[src/rtl/arith_unit_scheduler.sv]
`default_nettype none
// ============================================================================
//  Module   : arith_unit_scheduler
//  Purpose  : Round-robin scheduler sharing one multi-cycle arithmetic unit
//             among NREQ requesters, with timeout abort and divide-by-zero
//             short-circuit.
//  Revision : 1.0  initial release
// ============================================================================
module arith_unit_scheduler #(
  parameter int NREQ    = 4,
  parameter int DW      = 32,
  parameter int RW      = 64,
  parameter int TIMEOUT = 255
) (
  input  logic               clk,
  input  logic               rst_b,
  input  logic [NREQ-1:0]    req,
  input  logic [2*NREQ-1:0]  op_in,
  input  logic [DW*NREQ-1:0] x_in,
  input  logic [DW*NREQ-1:0] y_in,
  output logic [NREQ-1:0]    gnt,
  output logic               unit_start,
  output logic               unit_abort,
  output logic [1:0]         unit_op,
  output logic [DW-1:0]      unit_x,
  output logic [DW-1:0]      unit_y,
  input  logic               unit_done,
  input  logic [RW-1:0]      unit_res,
  output logic [NREQ-1:0]    rsp_valid,
  output logic [RW-1:0]      rsp_data,
  output logic               rsp_err,
  output logic               busy
);

  localparam int c_pw = (NREQ > 1) ? $clog2(NREQ) : 1;
  localparam int c_cw = (TIMEOUT > 1) ? $clog2(TIMEOUT + 1) : 1;
  localparam logic [c_cw-1:0] c_tmax = c_cw'(TIMEOUT - 1);
  localparam logic [1:0] c_op_div = 2'b11;

  typedef enum logic [1:0] {
    S_IDLE  = 2'd0,
    S_ISSUE = 2'd1,
    S_WAIT  = 2'd2,
    S_RESP  = 2'd3
  } state_t;

  state_t            r_state, w_state_nxt;
  logic [c_pw-1:0]   r_ptr, w_ptr_nxt;
  logic [c_pw-1:0]   r_win, w_win_nxt;
  logic [c_cw-1:0]   r_cnt, w_cnt_nxt;
  logic [NREQ-1:0]   r_gnt, w_gnt_nxt;
  logic              r_start, w_start_nxt;
  logic              r_abort, w_abort_nxt;
  logic [1:0]        r_op, w_op_nxt;
  logic [DW-1:0]     r_x, w_x_nxt;
  logic [DW-1:0]     r_y, w_y_nxt;
  logic [NREQ-1:0]   r_rsp_valid, w_rsp_valid_nxt;
  logic [RW-1:0]     r_rsp_data, w_rsp_data_nxt;
  logic              r_rsp_err, w_rsp_err_nxt;
  logic              r_busy;

  logic              w_found;
  logic [c_pw-1:0]   w_win;
  logic [1:0]        w_sel_op;
  logic [DW-1:0]     w_sel_x;
  logic [DW-1:0]     w_sel_y;

  function automatic logic [NREQ-1:0] onehot(input logic [c_pw-1:0] i);
    return {{(NREQ-1){1'b0}}, 1'b1} << i;
  endfunction

  // Round-robin winner: first requester at or after ptr, wrapping modulo NREQ.
  always_comb begin
    w_found = 1'b0;
    w_win   = '0;
    for (int k = 0; k < NREQ; k++) begin
      if (!w_found && req[(int'(r_ptr) + k) % NREQ]) begin
        w_found = 1'b1;
        w_win   = c_pw'((int'(r_ptr) + k) % NREQ);
      end
    end
  end

  assign w_sel_op = op_in[2*w_win +: 2];
  assign w_sel_x  = x_in[DW*w_win +: DW];
  assign w_sel_y  = y_in[DW*w_win +: DW];

  // Next-state and next-output logic; every output is registered below.
  always_comb begin
    w_state_nxt     = r_state;
    w_ptr_nxt       = r_ptr;
    w_win_nxt       = r_win;
    w_cnt_nxt       = r_cnt;
    w_gnt_nxt       = '0;
    w_start_nxt     = 1'b0;
    w_abort_nxt     = 1'b0;
    w_op_nxt        = r_op;
    w_x_nxt         = r_x;
    w_y_nxt         = r_y;
    w_rsp_valid_nxt = '0;
    w_rsp_data_nxt  = r_rsp_data;
    w_rsp_err_nxt   = r_rsp_err;
    case (r_state)
      S_IDLE: begin
        if (w_found) begin
          w_win_nxt = w_win;
          w_op_nxt  = w_sel_op;
          w_x_nxt   = w_sel_x;
          w_y_nxt   = w_sel_y;
          w_gnt_nxt = onehot(w_win);
          if (w_sel_op == c_op_div && w_sel_y == '0) begin
            // Divide-by-zero: answer directly, grant and response coincide.
            w_state_nxt     = S_RESP;
            w_rsp_valid_nxt = onehot(w_win);
            w_rsp_err_nxt   = 1'b1;
            w_rsp_data_nxt  = '0;
          end else begin
            w_state_nxt = S_ISSUE;
            w_start_nxt = 1'b1;
          end
        end
      end
      S_ISSUE: begin
        w_state_nxt = S_WAIT;
        w_cnt_nxt   = '0;
      end
      S_WAIT: begin
        w_cnt_nxt = r_cnt + 1'b1;
        if (unit_done) begin
          // Completion takes priority over a simultaneous timeout.
          w_state_nxt     = S_RESP;
          w_rsp_valid_nxt = onehot(r_win);
          w_rsp_data_nxt  = unit_res;
          w_rsp_err_nxt   = 1'b0;
        end else if (r_cnt == c_tmax) begin
          w_state_nxt     = S_RESP;
          w_abort_nxt     = 1'b1;
          w_rsp_valid_nxt = onehot(r_win);
          w_rsp_data_nxt  = '0;
          w_rsp_err_nxt   = 1'b1;
        end
      end
      S_RESP: begin
        w_state_nxt = S_IDLE;
        w_ptr_nxt   = (r_win == c_pw'(NREQ - 1)) ? '0 : r_win + 1'b1;
      end
      default: w_state_nxt = S_IDLE;
    endcase
  end

  // State register.
  always_ff @(posedge clk or negedge rst_b) begin
    if (!rst_b) r_state <= S_IDLE;
    else        r_state <= w_state_nxt;
  end

  // Datapath and output registers.
  always_ff @(posedge clk or negedge rst_b) begin
    if (!rst_b) begin
      r_ptr       <= '0;
      r_win       <= '0;
      r_cnt       <= '0;
      r_gnt       <= '0;
      r_start     <= 1'b0;
      r_abort     <= 1'b0;
      r_op        <= '0;
      r_x         <= '0;
      r_y         <= '0;
      r_rsp_valid <= '0;
      r_rsp_data  <= '0;
      r_rsp_err   <= 1'b0;
      r_busy      <= 1'b0;
    end else begin
      r_ptr       <= w_ptr_nxt;
      r_win       <= w_win_nxt;
      r_cnt       <= w_cnt_nxt;
      r_gnt       <= w_gnt_nxt;
      r_start     <= w_start_nxt;
      r_abort     <= w_abort_nxt;
      r_op        <= w_op_nxt;
      r_x         <= w_x_nxt;
      r_y         <= w_y_nxt;
      r_rsp_valid <= w_rsp_valid_nxt;
      r_rsp_data  <= w_rsp_data_nxt;
      r_rsp_err   <= w_rsp_err_nxt;
      r_busy      <= (w_state_nxt != S_IDLE);
    end
  end

  assign gnt        = r_gnt;
  assign unit_start = r_start;
  assign unit_abort = r_abort;
  assign unit_op    = r_op;
  assign unit_x     = r_x;
  assign unit_y     = r_y;
  assign rsp_valid  = r_rsp_valid;
  assign rsp_data   = r_rsp_data;
  assign rsp_err    = r_rsp_err;
  assign busy       = r_busy;

endmodule
`default_nettype wire
[config.mk]
export PLATFORM = sky130hd
export DESIGN_NAME = arith_unit_scheduler
export DESIGN_NICKNAME = d
export VERILOG_FILES = /design/src/rtl/arith_unit_scheduler.sv
export SDC_FILE = /design/constraint.sdc
export NUM_CORES = 1
export LEC_CHECK = 0
export BUFFER_PORTS_ARGS = -buffer_cell sky130_fd_sc_hd__clkbuf_2
export CAP_MARGIN = 20
export CORE_AREA = 2 2 183 185
export CTS_CLUSTER_SIZE = 30
export DETAILED_ROUTE_END_ITERATION = 8
export DIE_AREA = 0 0 185 187
export PLACE_DENSITY = 0.64
export SLEW_MARGIN = 20
export SYNTH_ARGS = -nofsm -noshare
export SYNTH_HDL_FRONTEND = slang
export SYNTH_SLANG_ARGS = --single-unit
[constraint.sdc]
create_clock -name clk -period 3.8 [get_ports clk]
set_clock_uncertainty 0.15 [all_clocks]
set_input_delay 0.38 -clock clk [delete_from_list [all_inputs] [get_ports clk]]
set_output_delay 0.38 -clock clk [all_outputs]
set_load 0.02 [all_outputs]
=== Yosys cells after proc, flatten, opt, wreduce, memory -nomap -nowiden ===
Index checks and enable logic that the tools add are counted.

* Add/sub/neg operators: 5
* $lt $le $gt $ge: 4
* Equal/unequal tests: 9
* Shift operators: 5
* Muxes and demuxes: 49
* Bitwise gates (word level): 3
* Reductions and logical operators: 17

{| class="wikitable"
|+ Operators by type and width
! cell !! count
|-
| 2-to-1 mux 64 bit || 4
|-
| indexed part select 128 x 8 -> 32 bit || 2
|-
| case mux 64 bit (2 select lines) || 1
|-
| zero test 32 bit || 1
|-
| 2-to-1 mux 4 bit || 6
|-
| 2-to-1 mux 1 bit || 21
|-
| 2-to-1 mux 2 bit || 9
|-
| case mux 8 bit (2 select lines) || 1
|-
| < comparator 3 x 4 -> 1 bit (second input constant) || 3
|-
| adder 8 x 1 -> 8 bit (second input constant) || 1
|-
| binary-select mux 1 bit (select 2 bit) || 4
|-
| == test 2 bit (second input constant) || 4
|-
| == test 8 bit (second input constant) || 1
|-
| case mux 2 bit (4 select lines) || 1
|-
| case mux 4 bit (2 select lines) || 1
|-
| indexed part select 8 x 4 -> 2 bit || 1
|-
| left shift 1 x 2 -> 4 bit (first input constant) || 2
|-
| nonzero test 2 bit || 3
|-
| OR reduction 2 bit || 3
|-
| adder 2 x 1 -> 2 bit (second input constant) || 2
|-
| adder 2 bit (second input constant) || 2
|-
| logical AND 1 bit || 4
|-
| != test 2 bit (second input constant) || 2
|-
| AND reduction 4 bit || 1
|-
| 8 further kinds || 12
|}

* Bits in registers: 156
* Bits of input ports: 335
* Word-level logic and storage cells: 106

=== Depth between registers and ports, before layout ===
Gate-level depths: netlist (run 1).

* Word-level depth: 21
* Depth in mapped cells: 13

=== Least setup slack after synthesis (run 1) ===
Ideal clock, no wire load.

* Kind: register to register
* From: register r_ptr[1]
* To: register r_rsp_data[17], in the netlist rsp_data[17]
* Data arrival time: 3.241 ns
* Required time: 3.518 ns
* Setup slack: 0.277 ns
* Stages on the path, launching flop included: 11
* Path buffers: 3
* Clock period less this slack: 3.523 ns
* Cell sequence: dfrtp_1 -> mux2_1 -> o221ai_2 -> buf_6 -> mux4_2 -> or4b_1 -> or4_4 -> buf_6 -> buf_4 -> o211ai_2 -> o211ai_2

* Longest elaborated chain between the ends: 17

{| class="wikitable"
|+ Ends and longest elaborated chain
! what !! line !! source
|-
| start: declaration || 48 || <nowiki>logic [c_pw-1:0] r_ptr, w_ptr_nxt;</nowiki>
|-
| start signal: assignment || 174 || <nowiki>r_ptr <= w_ptr_nxt;</nowiki>
|-
| adder 2 x 1 -> 2 bit / binary-select mux 1 bit (select 2 bit) (equally long branches) || 77, 79 ||
|-
| binary-select mux 1 bit (select 2 bit) / 2-to-1 mux 1 bit (equally long branches) || 77 || <nowiki>if (!w_found && req[(int'(r_ptr) + k) % NREQ]) begin</nowiki>
|-
| 2-to-1 mux 1 bit (not written as such) || 77 ||
|-
| 2-to-1 mux 1 bit (not written as such) / zero test 1 bit (equally long branches) || 77 ||
|-
| logical AND 1 bit || 77 ||
|-
| 2-to-1 mux 1 bit || 77 ||
|-
| zero test 1 bit || 77 ||
|-
| logical AND 1 bit || 77 ||
|-
| 2-to-1 mux 1 bit || 77 ||
|-
| zero test 1 bit || 77 ||
|-
| logical AND 1 bit || 77 ||
|-
| 2-to-1 mux 2 bit || 77 ||
|-
| indexed part select 128 x 8 -> 32 bit / indexed part select 8 x 4 -> 2 bit (equally long branches) || 86, 84 ||
|-
| zero test 32 bit / == test 2 bit (equally long branches) || 111 || <nowiki>if (w_sel_op == c_op_div && w_sel_y == '0) begin</nowiki>
|-
| logical AND 1 bit || 111 ||
|-
| != test 2 bit (no line) || n/a ||
|-
| AND reduction 4 bit (no line) * || n/a ||
|-
| end signal: assignment || 184 || <nowiki>r_rsp_data <= w_rsp_data_nxt;</nowiki>
|-
| end: declaration || 58 || <nowiki>logic [RW-1:0] r_rsp_data, w_rsp_data_nxt;</nowiki>
|}

Every way passes the cells marked *; elsewhere a longest branch is shown, timed or not. The select of a mux whose other input is x is not followed.
A chain may end at the register's enable or synchronous reset.

=== Final worst setup path (run 1) ===
* From: register r_ptr[1]
* To: register r_rsp_data[5], in the netlist rsp_data[5]

Same word-level chain as after synthesis.

==> results of run 1 <==
## worst min path at each step
stage | start | endpoint | slack, ns | cells after the start
2_1_floorplan | rst_b | busy | -0.07 | 0
3_3_place_gp | unit_y[26] | unit_y[26] | 0.31 | 2
3_5_place_dp | unit_y[3] | unit_y[3] | 0.31 | 2
4_1_cts | x_in[55] | unit_x[23] | 0.10 | 5
5_1_grt | x_in[55] | unit_x[23] | 0.14 | 5
6_report | x_in[55] | unit_x[23] | 0.13 | 5
## timing repair
action / in CTS / in global routing
pin swaps: 1 / 11
endpoints found under the hold margin: 75 / 0
hold buffers: 2 / 0
setup endpoints to repair: 72 / 68
setup buffers: 1 / 11
resized for setup: 11 / 13
gates cloned: 0 / 6
## critical path: stages (launching register included)
cell and delay, ns:
dfrtp_1 0.41, buf_6 0.15, or3b_4 0.39, o221ai_4 0.09
buf_12 0.17, mux4_2 0.51, or4b_4 0.56, or4_4 0.70
clkbuf_16 0.25, o211ai_1 0.17, o211ai_1 0.12
## power groups by stage
| stage | clock network (uW) | registers [uW] | logic [uW] |
|---|---|---|---|
| after floorplan | 0 | 2810 | 2860 |
| after global placement | 0 | 2370 | 4790 |
| after detailed placement | 0 | 2360 | 4910 |
| after CTS | 1870 | 2350 | 4970 |
| after global routing | 1930 | 2400 | 5610 |
| final | 1810 | 2360 | 5060 |
## Yosys cell counts, drive strengths merged
master,count,share of area [%]
nand3,133,6.3
o41ai,1,0.083
and3,2,0.12
a21oi,4,0.19
o22a,1,0.095
o21a,1,0.071
nor4b,1,0.14
nor4,7,0.65
or4,3,0.25
buf,34,2.0
o221ai,1,0.14
a311o,1,0.095
mux4,20,4.3
or3,68,4.0
nand2b,1,0.059
nand4,6,0.35
or4b,1,0.095
o21ai,107,5.1
ha,9,1.1
nand2,396,14
and4,1,0.083
a31oi,67,4.0
dfrtp,156,37
a31o,1,0.083
nor3,2,0.095
mux2,2,0.21
or3b,1,0.083
a21boi,1,0.071
nor2,5,0.18
and2,3,0.18
clkbuf,100,3.6
o221a,1,0.11
o31ai,5,0.35
inv,11,0.39
o211ai,130,11
a21o,1,0.071
nor2b,1,0.059
o22ai,2,0.12
mux2i,37,3.5
## per-stage QoR
step / hold WS, ns / TNS (ns) / total power [uW] / setup WS [ns] / util [%]
2_1_floorplan: -0.06559 / 0 / 5668 / 0.2770 / -
3_3_place_gp: 0.3102 / -37.36 / 7153 / -0.5725 / 41.07
3_5_place_dp: 0.3119 / -42.55 / 7271 / -0.6536 / 41.07
4_1_cts: 0.1025 / -0.2010 / 9187 / -0.02743 / 43.16
5_1_grt: 0.1362 / -10.88 / 9936 / -0.1974 / 44.00
6_report: 0.1253 / -0.1652 / 9229 / -0.02669 / 44.00
## cells by family after synthesis
family                   Yosys count
AO/OA/AOI/OAI                    324
adder cells (fa/ha/maj)            9
buffers and inverters            145
flip-flops                       156
multiplexers                      59
AND/OR/NAND/NOR                  631
## metal layers
layer / global-route usage (%) / up-vias
li1: - / 5624
met1: 30.06 / 5708
met2: 36.69 / 490
met3: 6.386 / 49
met4: 8.028 / 2
met5: 0 / -
## state kept, by name, indices dropped and copies added, names as in the netlist
register	cells
r_win	2
busy	1
gnt	4
rsp_err	1
unit_x	32
rsp_valid	4
r_cnt	8
unit_start	1
unit_abort	1
r_ptr	2
r_state	2
unit_op	2
rsp_data	64
unit_y	32
## layout make-up
cell class / count / area (sq um) / area share (%)
antenna: 5 / 12.51 / 0.08654
clock buffer: 17 / 425.4 / 2.942
timing repair buffer: 544 / 3134 / 21.68
sequential: 156 / 3904 / 27.00
inverter: 11 / 41.29 / 0.2856
clock inverter: 15 / 172.7 / 1.194
multi-input combinational: 1023 / 6207 / 42.93
tap: 448 / 560.5 / 3.877
==> tab_implementation.tex, run 1 <==
\begin{tabular}{lr}
\hline
Metric & Value \\
\hline
\multicolumn{2}{l}{\textbf{Final layout}} \\
\quad Most common library cell in the layout ignoring fill and taps & clkbuf\_2 \\
\quad Layout cells sized above 1 & 37.37\% \\
\quad Final instance area & 14,460 sq um \\
\quad Number of standard cells in the final layout excluding fillers & 2,219 \\
\quad Net count reported at finish & 2,097 \\
\quad Top library cells by usage in the layout, fill and taps aside & clkbuf\_2, nand2\_1, dfrtp\_1 \\
\quad Fill count & 3,348 \\
\quad Synth-to-Final Area Change & 36.57\% \\
\multicolumn{2}{l}{\textbf{Route}} \\
\quad Wire length on met2 & 20,060 microns \\
\quad Routed wl met3 & 3498 microns \\
\quad First-pass DRT Iterations & 5 \\
\quad Wire length reported by the detailed router & 41,800 microns \\
\quad Post-route antenna net violation count & 0 \\
\quad Drt first-iter violations & 961 \\
\quad Detailed-route via count & 11,873 \\
\quad Via-per-instance ratio & 5.351 \\
\quad Drt wl/cell & 18.84 microns \\
\quad Highest layer used for signal routing & met5 \\
\quad DRC & 0 \\
\quad Met1 wire length & 17,290 microns \\
\multicolumn{2}{l}{\textbf{Clocking}} \\
\quad TritonCTS clock tree & done \\
\quad Root Driver & clkbuf\_16 \\
\quad Number of buffers added by the clock tree synthesis step & 17 \\
\quad Clock tree sinks & 156 \\
\quad Clock-pin transition on the worst setup and hold timing paths & 0.07 ns \\
\quad Clock Tree Buf Depth & 2 \\
\quad Worst-Skew Late Latency & 0.43 ns \\
\quad Depth of the CTS H-tree & 4 \\
\multicolumn{2}{l}{\textbf{Yosys}} \\
\quad Main combinational cell family by area after synthesis & simple AND/OR/NAND/NOR gates \\
\quad Post-synthesis adder-cell area fraction & 1.064\% \\
\quad Cell Area, Synth & 10,590 sq um \\
\quad Simple-gate portion of the synthesized area & 26.69\% \\
\quad FF+latch count, synth & 156 \\
\quad Synth Warn \# & 0 \\
\quad Distinct cells, synth & 47 \\
\quad Total nets after synthesis & 1,668 \\
\quad Parity-gate share of the synthesized area counting xor and xnor cells & 0\% \\
\quad Share of cell area taken by muxes after synthesis & 7.966\% \\
\quad Sequential element share of the synthesized area & 36.88\% \\
\quad Fraction of the mapped netlist area in compound gates & 21.51\% \\
\quad Syn avg cell area & 7.996 sq um \\
\quad Gate Count Post-Synth & 1,324 \\
\multicolumn{2}{l}{\textbf{Hold path}} \\
\quad Path type of the worst min-delay path & in -> reg \\
\multicolumn{2}{l}{\textbf{STA}} \\
\quad Part of the cycle the worst path needs & 100.7\% \\
\quad Hold Vio Cnt, Final & 0 \\
\quad Unrepaired setup endpoints after global routing & true \\
\quad Highest achievable clock rate & 0.2613 GHz \\
\quad Min Clock Period, post-route & 3.827 ns \\
\quad Endpoints failing setup & 21 \\
\quad Final worst slack & -0.02669 ns \\
\quad Worst-Margin Slew & 0.8160 ns \\
\quad Number of pins exceeding their max-slew limit in the final report & 0 \\
\quad Tightest slew margin relative to the limit & 45.60\% \\
\multicolumn{2}{l}{\textbf{Die}} \\
\quad Die Area & 34,600 sq um \\
\quad Width of the die & 185 microns \\
\quad \# rows & 67 \\
\quad Starting density of the core & 32.22\% \\
\quad Core Region & 32,860 sq um \\
\quad Die H & 187 microns \\
\quad Count of boundary I/O pins & 477 \\
\multicolumn{2}{l}{\textbf{Job}} \\
\quad Max-Cap Viols & 0 \\
\multicolumn{2}{l}{\textbf{Global route}} \\
\quad Antenna violations before repair & 6 \\
\quad GRT Util Overall & 23.08\% \\
\quad Global-route wire length before repair & 62,590 microns \\
\quad Maximum number of pins on one net before global-route repair & 169 \\
\quad GR Overflow Total & 0 \\
\quad Via count of the first global-routing pass & 11,233 \\
\multicolumn{2}{l}{\textbf{Setup path}} \\
\quad Depth of the worst register-to-register path & 10 \\
\quad Setup slack on the worst flop-to-flop path & -0.03 ns \\
\quad Data arrival, critical path & 3.98 ns \\
\quad Endpoint class of the critical path & flop \\
\quad Required time of the critical path & 3.95 ns \\
\quad Setup CP Type & reg -> reg \\
\quad Crit path to & rsp\_data[5] \\
\quad Critical path fanouts, max & 16 \\
\quad Startpoint of the lowest-slack register-to-register path & r\_ptr[1] \\
\quad Startpoint types & flop \\
\quad Startpoint of the worst setup timing path & r\_ptr[1] \\
\quad Destination of the worst register-to-register timing path & rsp\_data[5] \\
\multicolumn{2}{l}{\textbf{Power}} \\
\quad Switching pwr & 4281 uW \\
\quad Cell Pwr Density & 638.3 nW/um\^{}2 \\
\quad Total internal power & 4948 uW \\
\quad Switching part of the total power & 46.39\% \\
\quad Relative contribution of the clock network to total power & 19.7\% \\
\quad Fraction of power consumed by sequential logic & 25.5\% \\
\quad Worst ir drop on vdd & 0.4542 mV \\
\quad Leakage power figure & 0.006936 uW \\
\quad Share of total power in combinational logic & 54.8\% \\
\multicolumn{2}{l}{\textbf{Place}} \\
\quad Placed cell areas & 13,500 sq um \\
\quad Port-buffer cells & 476 \\
\quad GP Congestion & 0.9188 \\
\quad Post-DP HPWL & 29,740 microns \\
\quad Placed Cells & 2,162 \\
\multicolumn{2}{l}{\textbf{Run status}} \\
\quad Status & complete, but fails checks \\
\quad Violated checks & negative setup slack \\
\hline
\end{tabular}
Note: power is estimated with default switching activity, not from simulation.
==> run 2: changes to the inputs <==
--- a/config.mk
+++ b/config.mk
@@ -12,6 +12,7 @@
 export DETAILED_ROUTE_END_ITERATION = 8
 export DIE_AREA = 0 0 185 187
 export PLACE_DENSITY = 0.64
+export RECOVER_POWER = 100
 export SLEW_MARGIN = 20
 export SYNTH_ARGS = -nofsm -noshare
 export SYNTH_HDL_FRONTEND = slang
==> run 2 against run 1 <==
Net effect: the flow finishes with violations (max-capacitance violations, max-slew violations, negative setup slack); routed wire length rose by 0.32%; total power down 1.1%; via count hardly changed; worst setup slack got worse by 0.0037 ns; die area is the same; design area down 1.4%; largest cell class unchanged.
==> tab_implementation.tex, run 2 (synthesis results as in run 1) <==
\begin{tabular}{lr}
\hline
Metric & Value \\
\hline
\multicolumn{2}{l}{\textbf{Run status}} \\
\quad Status & complete, but fails checks (unchanged) \\
\quad Violated checks & max-capacitance violations, max-slew violations, negative setup slack (was negative setup slack) \\
\multicolumn{2}{l}{\textbf{Power}} \\
\quad Leakage power figure & 0.006527 uW (was 0.006936 uW) \\
\quad Total power draw & 9129 uW (was 9229 uW) \\
\quad Cell Pwr Density & 640.1 nW/um\^{}2 (was 638.3 nW/um\^{}2) \\
\quad Worst ir drop on vdd & 0.4611 mV (was 0.4542 mV) \\
\multicolumn{2}{l}{\textbf{Die}} \\
\quad Core Region & 32,860 sq um (unchanged) \\
\quad Die Area & 34,600 sq um (unchanged) \\
\quad Die H & 187 microns (unchanged) \\
\quad Width of the die & 185 microns (unchanged) \\
\quad Count of boundary I/O pins & 477 (unchanged) \\
\quad \# rows & 67 (unchanged) \\
\quad Starting density of the core & 32.22\% (unchanged) \\
\multicolumn{2}{l}{\textbf{Final layout}} \\
\quad Most common library cell in the layout ignoring fill and taps & nand2\_1 (was clkbuf\_2) \\
\quad Layout cells sized above 1 & 29.33\% (was 37.37\%) \\
\quad Final instance area & 14,260 sq um (was 14,460 sq um) \\
\quad Top library cells by usage in the layout, fill and taps aside & nand2\_1, clkbuf\_2, dfrtp\_1 (was clkbuf\_2, nand2\_1, dfrtp\_1) \\
\quad Number of standard cells in the final layout excluding fillers & 2,220 (was 2,219) \\
\quad Number of flip-flops in the largest register & 64 (unchanged) \\
\quad Synth-to-Final Area Change & 34.71\% (was 36.57\%) \\
\quad Net count reported at finish & 2,097 (unchanged) \\
\multicolumn{2}{l}{\textbf{Setup path}} \\
\quad Startpoint of the worst setup timing path & r\_ptr[1] (unchanged) \\
\quad Setup CP Type & reg -> reg (unchanged) \\
\quad Endpoint class of the critical path & flop (unchanged) \\
\quad Required time of the critical path & 3.95 ns (about the same) \\
\quad Crit path to & rsp\_data[2] (was rsp\_data[5]) \\
\quad Startpoint types & flop (unchanged) \\
\quad Data arrival, critical path & 3.98 ns (about the same) \\
\quad Setup slack on the worst flop-to-flop path & -0.03 ns (about the same) \\
\quad Startpoint of the lowest-slack register-to-register path & r\_ptr[1] (unchanged) \\
\quad Critical path fanouts, max & 16 (unchanged) \\
\quad Depth of the worst register-to-register path & 10 (unchanged) \\
\quad Destination of the worst register-to-register timing path & rsp\_data[2] (was rsp\_data[5]) \\
\multicolumn{2}{l}{\textbf{Global route}} \\
\quad GR Overflow Total & 0 (unchanged) \\
\quad Global-route wire length before repair & 62,590 microns (unchanged) \\
\quad Antenna violations before repair & 6 (unchanged) \\
\quad GRT Util Overall & 23.08\% (unchanged) \\
\quad Maximum number of pins on one net before global-route repair & 169 (unchanged) \\
\quad Via count of the first global-routing pass & 11,233 (unchanged) \\
\multicolumn{2}{l}{\textbf{Route}} \\
\quad Drt wl/cell & 18.89 microns (was 18.84 microns) \\
\quad First-pass DRT Iterations & 5 (unchanged) \\
\quad Drt first-iter violations & 974 (was 961) \\
\quad Via-per-instance ratio & 5.350 (was 5.351) \\
\quad Detailed-route via count & 11,877 (was 11,873) \\
\quad Wire length reported by the detailed router & 41,930 microns (was 41,800 microns) \\
\quad DRC & 0 (unchanged) \\
\quad Post-route antenna net violation count & 0 (unchanged) \\
\multicolumn{2}{l}{\textbf{Hold path}} \\
\quad Path type of the worst min-delay path & in -> reg (unchanged) \\
\quad Hold Path Depth & 5 (unchanged) \\
\multicolumn{2}{l}{\textbf{STA}} \\
\quad Min Clock Period, post-route & 3.830 ns (was 3.827 ns) \\
\quad Hold Vio Cnt, Final & 0 (unchanged) \\
\quad Final setup TNS & -0.3342 ns (was -0.1652 ns) \\
\quad Number of pins exceeding their max-slew limit in the final report & 77 (was 0) \\
\quad Part of the cycle the worst path needs & 100.8\% (was 100.7\%) \\
\quad Final worst slack & -0.03039 ns (was -0.02669 ns) \\
\quad Unrepaired setup endpoints after global routing & true (unchanged) \\
\quad Tightest slew margin relative to the limit & -41.59\% (was 45.60\%) \\
\quad Endpoints failing setup & 36 (was 21) \\
\quad Highest achievable clock rate & 0.2611 GHz (was 0.2613 GHz) \\
\quad Worst slack on hold paths & 0.1262 ns (was 0.1253 ns) \\
\quad Worst-Margin Slew & 2.124 ns (was 0.8160 ns) \\
\multicolumn{2}{l}{\textbf{Clocking}} \\
\quad TritonCTS clock tree & done (unchanged) \\
\quad Clock tree sinks & 156 (unchanged) \\
\quad Depth of the CTS H-tree & 4 (unchanged) \\
\quad Clock Tree Buf Depth & 2 (unchanged) \\
\quad Clock-pin transition on the worst setup and hold timing paths & 0.07 ns (about the same) \\
\quad Number of buffers added by the clock tree synthesis step & 17 (unchanged) \\
\quad Root Driver & clkbuf\_16 (unchanged) \\
\quad Worst-Skew Late Latency & 0.43 ns (about the same) \\
\multicolumn{2}{l}{\textbf{Place}} \\
\quad Placed cell areas & 13,500 sq um (unchanged) \\
\quad Port-buffer cells & 476 (unchanged) \\
\quad Placed Cells & 2,162 (unchanged) \\
\quad GP Congestion & 0.9188 (unchanged) \\
\quad Post-DP HPWL & 29,740 microns (unchanged) \\
\multicolumn{2}{l}{\textbf{Job}} \\
\quad Max-Cap Viols & 1 (was 0) \\
\hline
\end{tabular}
## run 2: cell count changes in the layout (fill, tap and decap cells not counted), sizes merged
| cell | delta |
|---|---|
| clkbuf | +3 |
| buf | -3 |
| diode | +1 |
## run 2: worst min path at each step
stage          startpoint          to  slack, ns
5_1_grt          x_in[55]  unit_x[23]       0.14
6_report         x_in[55]  unit_x[23]       0.13
4_1_cts          x_in[55]  unit_x[23]       0.10
3_3_place_gp   unit_y[26]  unit_y[26]       0.31
2_1_floorplan       rst_b        busy      -0.07
3_5_place_dp    unit_y[3]   unit_y[3]       0.31
## run 2: power by group
part           switching (uW)  internal [uW]
logic                    3200           1760
clock network             820            995
registers                 256           2090
total                    4280           4850
## run 2: layer usage
metal | GRT usage [%] | vias up | part of all wire, %
li1 | - | 5622 | -
met3 | 6.386 | 51 | 8.7
met4 | 8.028 | 2 | 2.3
met5 | 0 | - | 0.029
met1 | 30.06 | 5723 | 41
met2 | 36.69 | 479 | 48
## run 2: through the flow
stage / utilization, % / worst slack (ns)
floorplan: - / 0.2770
global placement: 41.07 / -0.5725
detailed placement: 41.07 / -0.6536
CTS: 43.16 / -0.02743
global route: 43.39 / -0.1974
finish: 43.40 / -0.03039
## run 2: final cells by class
cell class | instances | area, sq um
Multi-Input combinational cell | 1023 | 6207
Inverter | 11 | 41.29
Timing Repair Buffer | 544 | 2935
Tap cell | 448 | 560.5
Sequential cell | 156 | 3904
Clock inverter | 15 | 172.7
Clock buffer | 17 | 425.4
Fill cell | 3416 | 18600
Antenna cell | 6 | 15.01
## run 2: repair_timing
item / in CTS / in global routing
setup buffers: 1 / 11
endpoints found under the setup margin: 72 / 68
pin swaps: 1 / 11
hold buffers: 2 / 0
resized for setup: 11 / 13
hold endpoints to repair: 75 / 0
cloned: 0 / 6
## run 2: critical path, stage by stage, from the launching register on
cell	delay, ns
dfrtp_1	0.41
buf_6	0.15
or3b_4	0.39
o221ai_4	0.09
buf_12	0.17
mux4_2	0.52
or4b_4	0.56
or4_4	0.70
clkbuf_16	0.25
o211ai_1	0.18
o211ai_1	0.11
==> run 3: changes to the inputs <==
==> constraint.sdc (replaced) <==
create_clock -name clk -period 3.1 [get_ports clk]
set_clock_uncertainty 0.15 [all_clocks]
set_input_delay 0.31 -clock clk [delete_from_list [all_inputs] [get_ports clk]]
set_output_delay 0.31 -clock clk [all_outputs]
set_load 0.02 [all_outputs]
==> run 3 against run 2 <==
Net effect: the flow still finishes with violations (max-capacitance violations, max-slew violations, negative setup slack); utilization grew 1.8 points; via count grew 2.2%; critical path depth grew 1; total power grew 25%; cell count grew 1.4%; die area is the same; hold slack lost 0.064 ns; maximum frequency grew 6.5%; critical path type unchanged; critical endpoint is now rsp_data[22]; flip-flop and latch count is the same; design area grew 4.2%; register-to-register slack lost 0.47 ns.
==> tab_implementation.tex, run 3 (synthesis results as in run 1) <==
\begin{tabular}{lr}
\hline
Metric & Value \\
\hline
\multicolumn{2}{l}{\textbf{Run status}} \\
\quad Status & complete, but fails checks (unchanged) \\
\quad Violated checks & max-capacitance violations, max-slew violations, negative setup slack (unchanged) \\
\multicolumn{2}{l}{\textbf{Final layout}} \\
\quad Final instance area & 14,860 sq um (was 14,260 sq um) \\
\quad Synth-to-Final Area Change & 40.34\% (was 34.71\%) \\
\quad Layout cells sized above 1 & 31.48\% (was 29.33\%) \\
\quad Most common library cell in the layout ignoring fill and taps & nand2\_1 (unchanged) \\
\quad Net count reported at finish & 2,132 (was 2,097) \\
\quad Top library cells by usage in the layout, fill and taps aside & nand2\_1, clkbuf\_2, dfrtp\_1 (unchanged) \\
\quad Core utilization of the finished layout & 45.21\% (was 43.40\%) \\
\quad Number of flip-flops in the largest register & 64 (unchanged) \\
\multicolumn{2}{l}{\textbf{Die}} \\
\quad Core Region & 32,860 sq um (unchanged) \\
\quad Width of the die & 185 microns (unchanged) \\
\quad Die Area & 34,600 sq um (unchanged) \\
\quad \# rows & 67 (unchanged) \\
\quad Die H & 187 microns (unchanged) \\
\quad Count of boundary I/O pins & 477 (unchanged) \\
\quad Starting density of the core & 32.22\% (unchanged) \\
\multicolumn{2}{l}{\textbf{Route}} \\
\quad First-pass DRT Iterations & 5 (unchanged) \\
\quad Met1 wire length & 17,650 microns (was 17,320 microns) \\
\quad Drt wl/cell & 19.61 microns (was 18.89 microns) \\
\quad Via-per-instance ratio & 5.394 (was 5.350) \\
\quad Wire length on met2 & 21,530 microns (was 20,000 microns) \\
\quad Post-route antenna net violation count & 0 (unchanged) \\
\quad Highest layer used for signal routing & met5 (unchanged) \\
\quad Drt first-iter violations & 809 (was 974) \\
\quad Wire length reported by the detailed router & 44,140 microns (was 41,930 microns) \\
\quad DRC & 0 (unchanged) \\
\quad Detailed-route via count & 12,143 (was 11,877) \\
\quad Routed wl met3 & 3774 microns (was 3650 microns) \\
\multicolumn{2}{l}{\textbf{Hold path}} \\
\quad Hold Path Depth & 5 (unchanged) \\
\quad Path type of the worst min-delay path & in -> reg (unchanged) \\
\multicolumn{2}{l}{\textbf{Clocking}} \\
\quad TritonCTS clock tree & done (unchanged) \\
\quad Clock tree sinks & 156 (unchanged) \\
\quad Clock Tree Buf Depth & 2 (unchanged) \\
\quad Worst-Skew Late Latency & 0.43 ns (about the same) \\
\quad Number of buffers added by the clock tree synthesis step & 17 (unchanged) \\
\quad Clock-pin transition on the worst setup and hold timing paths & 0.08 ns (was 0.07 ns) \\
\quad Root Driver & clkbuf\_16 (unchanged) \\
\quad Depth of the CTS H-tree & 4 (unchanged) \\
\multicolumn{2}{l}{\textbf{Power}} \\
\quad Leakage power figure & 0.006822 uW (was 0.006527 uW) \\
\quad Fraction of power consumed by sequential logic & 25.3\% (was 25.7\%) \\
\quad Share of total power in combinational logic & 55.4\% (was 54.4\%) \\
\quad Total internal power & 5996 uW (was 4849 uW) \\
\quad Relative contribution of the clock network to total power & 19.4\% (was 19.9\%) \\
\quad Cell Pwr Density & 768.0 nW/um\^{}2 (was 640.1 nW/um\^{}2) \\
\quad Worst ir drop on vdd & 0.4755 mV (was 0.4611 mV) \\
\quad Switching pwr & 5413 uW (was 4280 uW) \\
\quad Switching part of the total power & 47.45\% (was 46.89\%) \\
\multicolumn{2}{l}{\textbf{STA}} \\
\quad Hold Vio Cnt, Final & 0 (unchanged) \\
\quad Part of the cycle the worst path needs & 116.0\% (was 100.8\%) \\
\quad Number of pins exceeding their max-slew limit in the final report & 64 (was 77) \\
\quad Unrepaired setup endpoints after global routing & true (unchanged) \\
\quad Worst slack on hold paths & 0.06212 ns (was 0.1262 ns) \\
\quad Min Clock Period, post-route & 3.595 ns (was 3.830 ns) \\
\quad Highest achievable clock rate & 0.2781 GHz (was 0.2611 GHz) \\
\quad Tightest slew margin relative to the limit & -17.99\% (was -41.59\%) \\
\quad Worst-Margin Slew & 1.770 ns (was 2.124 ns) \\
\quad Endpoints failing setup & 72 (was 36) \\
\quad Final setup TNS & -31.31 ns (was -0.3342 ns) \\
\quad Final worst slack & -0.4954 ns (was -0.03039 ns) \\
\multicolumn{2}{l}{\textbf{Setup path}} \\
\quad Critical path fanouts, max & 42 (was 16) \\
\quad Required time of the critical path & 3.25 ns (was 3.95 ns) \\
\quad Data arrival, critical path & 3.75 ns (was 3.98 ns) \\
\quad Startpoint types & flop (unchanged) \\
\quad Setup CP Type & reg -> reg (unchanged) \\
\quad Depth of the worst register-to-register path & 11 (was 10) \\
\quad Endpoint class of the critical path & flop (unchanged) \\
\multicolumn{2}{l}{\textbf{Place}} \\
\quad Port-buffer cells & 476 (unchanged) \\
\quad GP Congestion & 0.9477 (was 0.9188) \\
\quad Post-DP HPWL & 30,150 microns (was 29,740 microns) \\
\quad Placed cell areas & 13,780 sq um (was 13,500 sq um) \\
\multicolumn{2}{l}{\textbf{Global route}} \\
\quad GRT Util Overall & 24.48\% (was 23.08\%) \\
\quad GR Overflow Total & 0 (unchanged) \\
\quad Maximum number of pins on one net before global-route repair & 107 (was 169) \\
\quad Via count of the first global-routing pass & 11,762 (was 11,233) \\
\quad Global-route wire length before repair & 65,860 microns (was 62,590 microns) \\
\quad Antenna violations before repair & 6 (unchanged) \\
\multicolumn{2}{l}{\textbf{Job}} \\
\quad Max-Cap Viols & 1 (unchanged) \\
\hline
\end{tabular}
-- run 3: cell count changes in the layout (fill, tap and decap cells not counted), sizes merged --
cell,change
bufinv,-2
buf,+29
diode,-4
inv,-3
bufbuf,+1
clkbuf,+5
clkinv,+5
-- run 3: final cells by class --
type / count / area, sq um
clock inverter: 15 / 192.7
sequential: 156 / 3904
clock buffer: 17 / 425.4
timing repair buffer: 579 / 3426
multi-input combinational: 1023 / 6302
tap: 448 / 560.5
antenna: 2 / 5.005
inverter: 11 / 41.29
fill: 3324 / 18000
-- run 3: through the flow --
step	setup slack (ns)	cells	total power [uW]
2_1_floorplan	-0.3555	1324	6978
3_3_place_gp	-0.5254	2192	9027
3_5_place_dp	-0.5705	2192	9159
4_1_cts	-0.5045	2236	11560
5_1_grt	-0.6345	2251	12300
6_report	-0.4954	2251	11410
-- run 3: worst max-delay path: stages, from the launching register on --
cell and delay [ns]:
dfrtp_1 0.42, mux2_4 0.33, o221ai_4 0.24, buf_12 0.15, buf_16 0.12, mux2i_1 0.20, mux2i_1 0.12, or4_4 0.56
or4_4 0.59, buf_12 0.21, o211ai_2 0.22, o211ai_2 0.12
-- run 3: timing repair --
item,in CTS,in global routing
gates cloned,6,7
hold endpoints to repair,62,0
pin swaps,4,16
hold buffers,2,0
resized for setup,22,29
setup buffers,4,6
endpoints found under the setup margin,72,72
-- run 3: power groups by stage --
stage / sequential [uW] / combinational [uW] / clock [uW]
final: 2880 / 6320 / 2210
after CTS: 2890 / 6400 / 2270
after global placement: 2900 / 6130 / 0
after global routing: 2950 / 7000 / 2350
after detailed placement: 2910 / 6250 / 0
after floorplan: 3440 / 3530 / 0
-- run 3: worst paths after layout --
| kind | slack [ns] | end | start |
|---|---|---|---|
| worst max-delay path | -0.50 | rsp_data[22] | r_ptr[1] |
| worst min-delay path | 0.06 | unit_x[9] | x_in[41] |
| worst max register to register | -0.50 | rsp_data[22] | r_ptr[1] |
| worst min register to register | 0.33 | unit_y[25] | unit_y[25] |
| max in group asynchronous | 0.33 | rsp_valid[3] | rst_b |
| min in group asynchronous | 0.75 | rsp_data[2] | rst_b |
-- run 3: routing by layer --
layer	up-vias	GRT usage (%)
li1	5696	-
met1	5843	30.27
met2	526	40.88
met3	72	6.951
met4	6	8.089
met5	-	0
